--- src/rtl/pulse_pattern_tx.sv ---
// pulse_pattern_tx: single-line pulse-pattern transmitter.
// A small FIFO of (level, length) segments is replayed on output_1 back-to-back;
// the line rests at IDLE_LEVEL whenever nothing is playing.
module pulse_pattern_tx #(
    parameter int unsigned LEN_W      = 8,
    parameter int unsigned FIFO_DEPTH = 4,
    parameter logic        IDLE_LEVEL = 1'b0
) (
    input  logic                          clck,
    input  logic                          rst_n,
    input  logic                          seg_valid,
    output logic                          seg_ready,
    input  logic                          seg_level,
    input  logic [LEN_W-1:0]              seg_len,
    input  logic                          abort,
    output logic                          output_1,
    output logic                          busy,
    output logic [$clog2(FIFO_DEPTH):0]   fifo_count
);

    localparam int unsigned AW = $clog2(FIFO_DEPTH);
    localparam int unsigned CW = AW + 1;

    typedef enum logic {StIdle, StPlay} state_e;

    state_e               state;
    logic [LEN_W-1:0]     cnt;
    logic [LEN_W:0]       mem [FIFO_DEPTH];
    logic [AW-1:0]        wr_ptr;
    logic [AW-1:0]        rd_ptr;

    logic                 fifo_full;
    logic                 fifo_empty;
    logic                 push;
    logic                 pop;
    logic                 playing_next;
    logic [CW-1:0]        count_next;
    logic [LEN_W:0]       head;

    // Handshake, pop decision and next occupancy, all from pre-edge state
    always_comb begin
        fifo_full    = (fifo_count == CW'(FIFO_DEPTH));
        fifo_empty   = (fifo_count == '0);
        seg_ready    = !fifo_full && !abort;
        push         = seg_valid && seg_ready;
        // The playback slot frees up when idle or on the last cycle of a segment
        pop          = !abort && !fifo_empty && ((state == StIdle) || (cnt == '0));
        playing_next = !abort && (pop || ((state == StPlay) && (cnt != '0)));
        head         = mem[rd_ptr];
        count_next   = fifo_count;
        if (abort) begin
            count_next = '0;
        end else begin
            unique case ({push, pop})
                2'b10:   count_next = fifo_count + CW'(1);
                2'b01:   count_next = fifo_count - CW'(1);
                default: count_next = fifo_count;
            endcase
        end
    end

    // Segment queue: circular buffer, pointers wrap naturally at power-of-two depth
    always_ff @(posedge clck or negedge rst_n) begin
        if (!rst_n) begin
            wr_ptr     <= '0;
            rd_ptr     <= '0;
            fifo_count <= '0;
            for (int i = 0; i < int'(FIFO_DEPTH); i++) begin
                mem[i] <= '0;
            end
        end else if (abort) begin
            wr_ptr     <= '0;
            rd_ptr     <= '0;
            fifo_count <= '0;
        end else begin
            if (push) begin
                mem[wr_ptr] <= {seg_level, seg_len};
                wr_ptr      <= wr_ptr + AW'(1);
            end
            if (pop) begin
                rd_ptr <= rd_ptr + AW'(1);
            end
            fifo_count <= count_next;
        end
    end

    // Playback FSM with registered line and busy outputs
    always_ff @(posedge clck or negedge rst_n) begin
        if (!rst_n) begin
            state    <= StIdle;
            cnt      <= '0;
            output_1 <= IDLE_LEVEL;
            busy     <= 1'b0;
        end else if (abort) begin
            state    <= StIdle;
            cnt      <= '0;
            output_1 <= IDLE_LEVEL;
            busy     <= 1'b0;
        end else begin
            busy <= playing_next || (count_next != '0);
            unique case (state)
                StIdle: begin
                    if (pop) begin
                        state    <= StPlay;
                        cnt      <= head[LEN_W-1:0];
                        output_1 <= head[LEN_W];
                    end
                end
                StPlay: begin
                    if (cnt != '0) begin
                        cnt <= cnt - LEN_W'(1);
                    end else if (pop) begin
                        cnt      <= head[LEN_W-1:0];
                        output_1 <= head[LEN_W];
                    end else begin
                        state    <= StIdle;
                        output_1 <= IDLE_LEVEL;
                    end
                end
                default: begin
                    state    <= StIdle;
                    output_1 <= IDLE_LEVEL;
                end
            endcase
        end
    end

endmodule
--- config.mk ---
export PLATFORM = sky130hd
export DESIGN_NAME = pulse_pattern_tx
export DESIGN_NICKNAME = d
export VERILOG_FILES = /design/src/rtl/pulse_pattern_tx.sv
export SDC_FILE = /design/constraint.sdc
export NUM_CORES = 1
export LEC_CHECK = 0
export BUFFER_PORTS_ARGS = -buffer_cell sky130_fd_sc_hd__buf_2
export CAP_MARGIN = 15
export CORE_ASPECT_RATIO = 1.75
export CORE_MARGIN = 2
export CORE_UTILIZATION = 30
export DETAILED_ROUTE_END_ITERATION = 7
export HOLD_SLACK_MARGIN = 0.08
export MAX_ROUTING_LAYER = met4
export SLEW_MARGIN = 20
export SYNTH_ARGS = -nofsm -noshare
export SYNTH_HDL_FRONTEND = slang
export SYNTH_SLANG_ARGS = --single-unit
--- constraint.sdc ---
create_clock -name clck -period 3.12 [get_ports clck]
set_clock_uncertainty 0.05 [all_clocks]
set_input_delay 0.312 -clock clck [delete_from_list [all_inputs] [get_ports clck]]
set_output_delay 0.312 -clock clck [all_outputs]
set_load 0.01 [all_outputs]
Yosys cells after proc, flatten, opt, wreduce, memory -nomap -nowiden
Cells that the tools add are included.
{"block": "classes", "addsub": 5, "order_cmp": 3, "eq_ne": 5, "n_mux": 27, "bitwise_logic": 4, "reduce_logical": 21}
{"cell": "$bwmux 36", "count": 1}
{"cell": "$mux 9", "count": 3}
{"cell": "$mux 8", "count": 3}
{"cell": "$bmux 9 s2", "count": 1}
{"cell": "$demux 9 s2", "count": 1}
{"cell": "$pmux 8 s2", "count": 1}
{"cell": "$logic_not 8->1", "count": 1}
{"cell": "$mux 1", "count": 8}
{"cell": "$mux 2", "count": 4}
{"cell": "$reduce_bool 8->1", "count": 1}
{"cell": "$sub 8x1->8 const B", "count": 1}
{"cell": "$logic_and 1x1->1", "count": 7}
{"cell": "$ge 3x3->1 const B", "count": 2}
{"cell": "$mux 3", "count": 2}
{"cell": "$ne 3x3->1 const B", "count": 2}
{"cell": "$not 2->3", "count": 2}
{"cell": "$pmux 3 s2", "count": 1}
{"cell": "$add 2x1->2 const B", "count": 2}
{"cell": "$pmux 1 s2", "count": 2}
{"cell": "$reduce_and 2->1", "count": 2}
{"cell": "$reduce_bool 2->1", "count": 2}
{"cell": "$add 3x1->3 const B", "count": 1}
{"cell": "$eq 3x3->1 const B", "count": 1}
{"cell": "$logic_not 1->1", "count": 3}
{"cell": "8 further kinds", "count": 11}
{"block": "totals", "ff_bits": 54, "input_bits": 13, "wordCells": 76}

Depth between registers and ports, before layout
{"block": "depth", "word_depth": 10, "ltp_mapped": 11, "ltp_nobuf": 10}

Worst setup path after synthesis
Ideal clock, no wire load.
{"block": "synth_path", "path_type": "register -> register", "startpoint": "register cnt[0]", "endpoint": "register fifo_count[2]", "arrival_ns": 2.510, "slack_ns": 0.482, "path_stages_with_launch": 12, "synth_period_minus_slack_ns": 2.638, "cell_sequence": "dfrtp_1 inv_1 ha_1 or4b_4 o21a_1 buf_2 nor3_1 ha_1 fa_1 xnor2_1 or3_1 a21oi_1"}
{"block": "synth_between", "elab_chain_len": 7, "elab_cells_between_ends": 8}
{"item": "start, declared", "line": "27", "rtl": "logic [LEN_W-1:0] cnt;"}
{"item": "start signal, assigned", "line": "105", "rtl": "cnt <= head[LEN_W-1:0];"}
{"item": "start signal, assigned", "line": "111", "rtl": "cnt <= cnt - LEN_W'(1);"}
{"item": "start signal, assigned", "line": "113", "rtl": "cnt <= head[LEN_W-1:0];"}
{"item": "$logic_not 8->1 *", "line": "47", "rtl": "pop = !abort && !fifo_empty && ((state == StIdle) || (cnt == '0));"}
{"item": "$logic_or 1x1->1 *", "line": "47"}
{"item": "$logic_and 1x1->1 *", "line": "47"}
{"item": "$eq 2x1->1 or $eq 2x2->1 (tied branches)", "line": "54", "rtl": "unique case ({push, pop})"}
{"item": "$pmux 3 s2 *", "line": "54"}
{"item": "$mux 3 *", "line": "51", "rtl": "if (abort) begin"}
{"item": "$mux 3 *", "line": "71", "rtl": "end else if (abort) begin"}
{"item": "end signal, assigned", "line": "83", "rtl": "fifo_count <= count_next;"}
{"item": "end, declared", "line": "18", "rtl": "output logic [$clog2(FIFO_DEPTH):0] fifo_count"}
Mark *: on every way between the ends. The rest lies on a longest branch, timed or not.
A chain may end at the register's enable or synchronous reset.

Worst setup path after layout
Ends and elaborated chain as after synthesis.

==> results_dict.tcl <==
set metrics [dict create \
    cp.arrival_ns 2.84 \
    power_density_nw_per_um2 887 \
    r2r_start "cnt[0]$_DFF_PN0_" \
    final_nets 246 \
    yosys_register_bits 54 \
    cts_buffer_depth 2 \
    num_vias 1737 \
    max_freq_ghz 0.375 \
    grt_usage_pct 12.6 \
    core_um2 8610 \
    place_ws_ns 0.459 \
    grt_overflow_total 0 \
    wl_per_cell_um 15.3 \
    synth_edf_count 0 \
    crit_type "flop to flop" \
    antenna_cells 0 \
    synthCells 202 \
    antenna_found_initial 0 \
    die_area_um2 9580 \
    place_congestion 0.838 \
    hold_viol 0 \
    area.growth.synth_to_final_pct 15.5 \
    dp_hpwl_um 3840 \
    fin_crit_sh_pct 85.5 \
    cp_num_buf_inv 1 \
    synth.cell_area_um2 2640 \
    seq_area_frac_synth_pct 51.3 \
    viasPerCell 5.05 \
    relSlewSlack_pct 53.7 \
    syn_area_per_cell_um2 13.0 \
    htreeDepth 2 \
    p_leak_nw 1.32 \
    grt_pass1_wl_um 8890 \
    layout_setup_ws_ns 0.453 \
    io_buffers 18 \
    drt_iter0_drc 47 \
    vdd_drop_max_uv 465 \
    cp_top_family "simple AND/OR/NAND/NOR gates" \
    dpl_cell_area_um2 2880 \
    maxCapViolations 0 \
    cp_cell_sequence "inv_1 > ha_1 > or4b_4 > o21a_1 > nor3_1 > ha_1 > fa_1 > xnor2_1 > or3_1 > a21oi_1" \
    first_pass_iters 6 \
    numCtsBuffers 5 \
    fin_crit_ns 2.67 \
    grt_max_degree 30 \
    min_from "seg_len[0]" \
    ios 19 \
    cts_tree "done" \
    root_buffer "clkbuf_16" \
    drc_errors 0 \
    initial_utilization_pct 30.6 \
    insertion_delay_ns 0.29 \
    cpMaxStageDelayCell "or4b_4" \
    rsz0062_at_grt "false" \
    worstHoldPathType "primary input to flop" \
    p_total_mw 2.70 \
    outcome "complete, no violations" \
    yosysUniqueCellTypes 38 \
    fin_area_um2 3040 \
    crit_top_cell "ha_1" \
    setup_tns_ns 0 \
    die_h_um 128 \
    drtAntennaViolNets 0 \
    clk_pin_slew_ns 0.07 \
    endpoint_kind "flop" \
    synthArstFlopShare_pct 100 \
    setup_viol 0 \
    worstPathRequired_ns 3.29 \
    worstSetupStartpointType "flop" \
    row_count 45 \
    hold_ws_ns 0.241 \
    crit_start "cnt[0]$_DFF_PN0_" \
    cts.sinks 54 \
    fp.dieW_um 74.8 \
    worst-path-max-fanout 4 \
    drt_wl_total_um 5260 \
    tightest_slew_ns 0.694 \
    post-route-util_pct 35.3 \
    synth_flop_cell "dfrtp_1" \
    dp_cells 335 \
    grt_pass1_vias 1842 \
    drive_gt1_share_pct 37.9 \
    slew_viol_final 0 \
    cts-resized-gates 0 \
    slowest_delay_ns 0.50 \
    fin_cells 344 \
    syn-num-nets 222 \
    ys_warn_count 0 \
]
==> logic make-up (layout without fill, tap and decap cells) <==
kind of cell             after synthesis  count (layout)  share of synthesized area [%]
flip-flops                            54              54                           51.3
multiplexers                          49              49                           24.6
AO/OA/AOI/OAI                         31              31                           8.22
AND/OR/NAND/NOR                       41              41                           8.50
XOR/XNOR                               4               4                           1.33
buffers and inverters                 16              41                           2.42
adder cells (fa/ha/maj)                7               7                           3.61
==> state kept, by name, summed over array words and instances, names as in the netlist <==
register    flops
mem            36
cnt             8
fifo_count      3
rd_ptr          2
wr_ptr          2
busy            1
output_1        1
state           1
==> report_power, final <==
part	leakage, nW	switching (mW)	internal (mW)
Combinational	0.560	0.431	0.521
Sequential	0.687	0.204	0.976
Clock	0.0729	0.250	0.318
==> layout by cell type (no fill, tap or decap), types with 2 or more instances in the layout <==
master / instances
a21oi_1: 8
a221oi_1: 3
a31oi_1: 4
buf_2: 18
buf_4: 6
clkbuf_16: 5
dfrtp_1: 54
ha_1: 6
inv_1: 8
mux2_2: 37
mux2i_1: 3
mux4_2: 9
nand2_1: 5
nand2_2: 4
nand3_1: 7
nor2_1: 9
nor2b_1: 2
nor3_1: 4
o211ai_1: 2
o21ai_0: 5
or3_1: 4
xnor2_1: 2
xor2_1: 2
==> routing by layer <==
metal / routed length (um) / up-vias / track usage, %
li1: - / 803 / -
met1: 2090 / 895 / 13.6
met2: 2910 / 28 / 21.4
met3: 123 / 11 / 2.44
met4: 125 / 0 / 6.09
met5: 0 / - / -
==> worst paths after layout <==
| check | endpoint | slack, ns | depth (start not counted) |
|---|---|---|---|
| setup / recovery | fifo_count[2]$_DFF_PN0_ | 0.45 | 10 |
| hold / removal | mem[18]$_DFFE_PN0P_ | 0.24 | 2 |
| setup reg to reg | fifo_count[2]$_DFF_PN0_ | 0.45 | 10 |
| hold reg to reg | mem[33]$_DFFE_PN0P_ | 0.45 | 1 |
| max in group asynchronous | mem[17]$_DFFE_PN0P_ | 1.80 | 3 |
| min in group asynchronous | mem[24]$_DFFE_PN0P_ | 0.55 | 2 |
==> final cells by class <==
class                      instances  area [um^2]
fill                             841         5570
sequential                        54         1350
multi-input combinational        132         1220
tap                              117          146
timing repair buffer              25          145
clock buffer                       6          139
inverter                           8         30.0
clock inverter                     2         12.5
==> Yosys cell counts, types with 2 or more instances <==
master / number / area (um^2)
xor2_1: 2 / 17.5
xnor2_1: 2 / 17.5
mux2i_1: 3 / 30.0
a21oi_1: 8 / 40.0
a221oi_1: 3 / 26.3
a31oi_1: 4 / 25.0
mux2_2: 37 / 417
ha_1: 6 / 75.1
or3_1: 4 / 25.0
nor2_1: 9 / 33.8
buf_2: 3 / 15.0
mux4_2: 9 / 203
inv_1: 8 / 30.0
o21ai_0: 5 / 25.0
nor2b_1: 2 / 12.5
clkbuf_1: 5 / 18.8
o211ai_1: 2 / 15.0
nand2_1: 5 / 18.8
dfrtp_1: 54 / 1350
nand3_1: 7 / 35.0
nand2_2: 4 / 25.0
nor3_1: 4 / 20.0
==> timing repair <==
action                    in CTS  in global routing
buffers inserted               0                  0
hold buffers                   1                  0
hold endpoints to repair      27                  0
No activity file was read; power rests on OpenSTA's default activity.
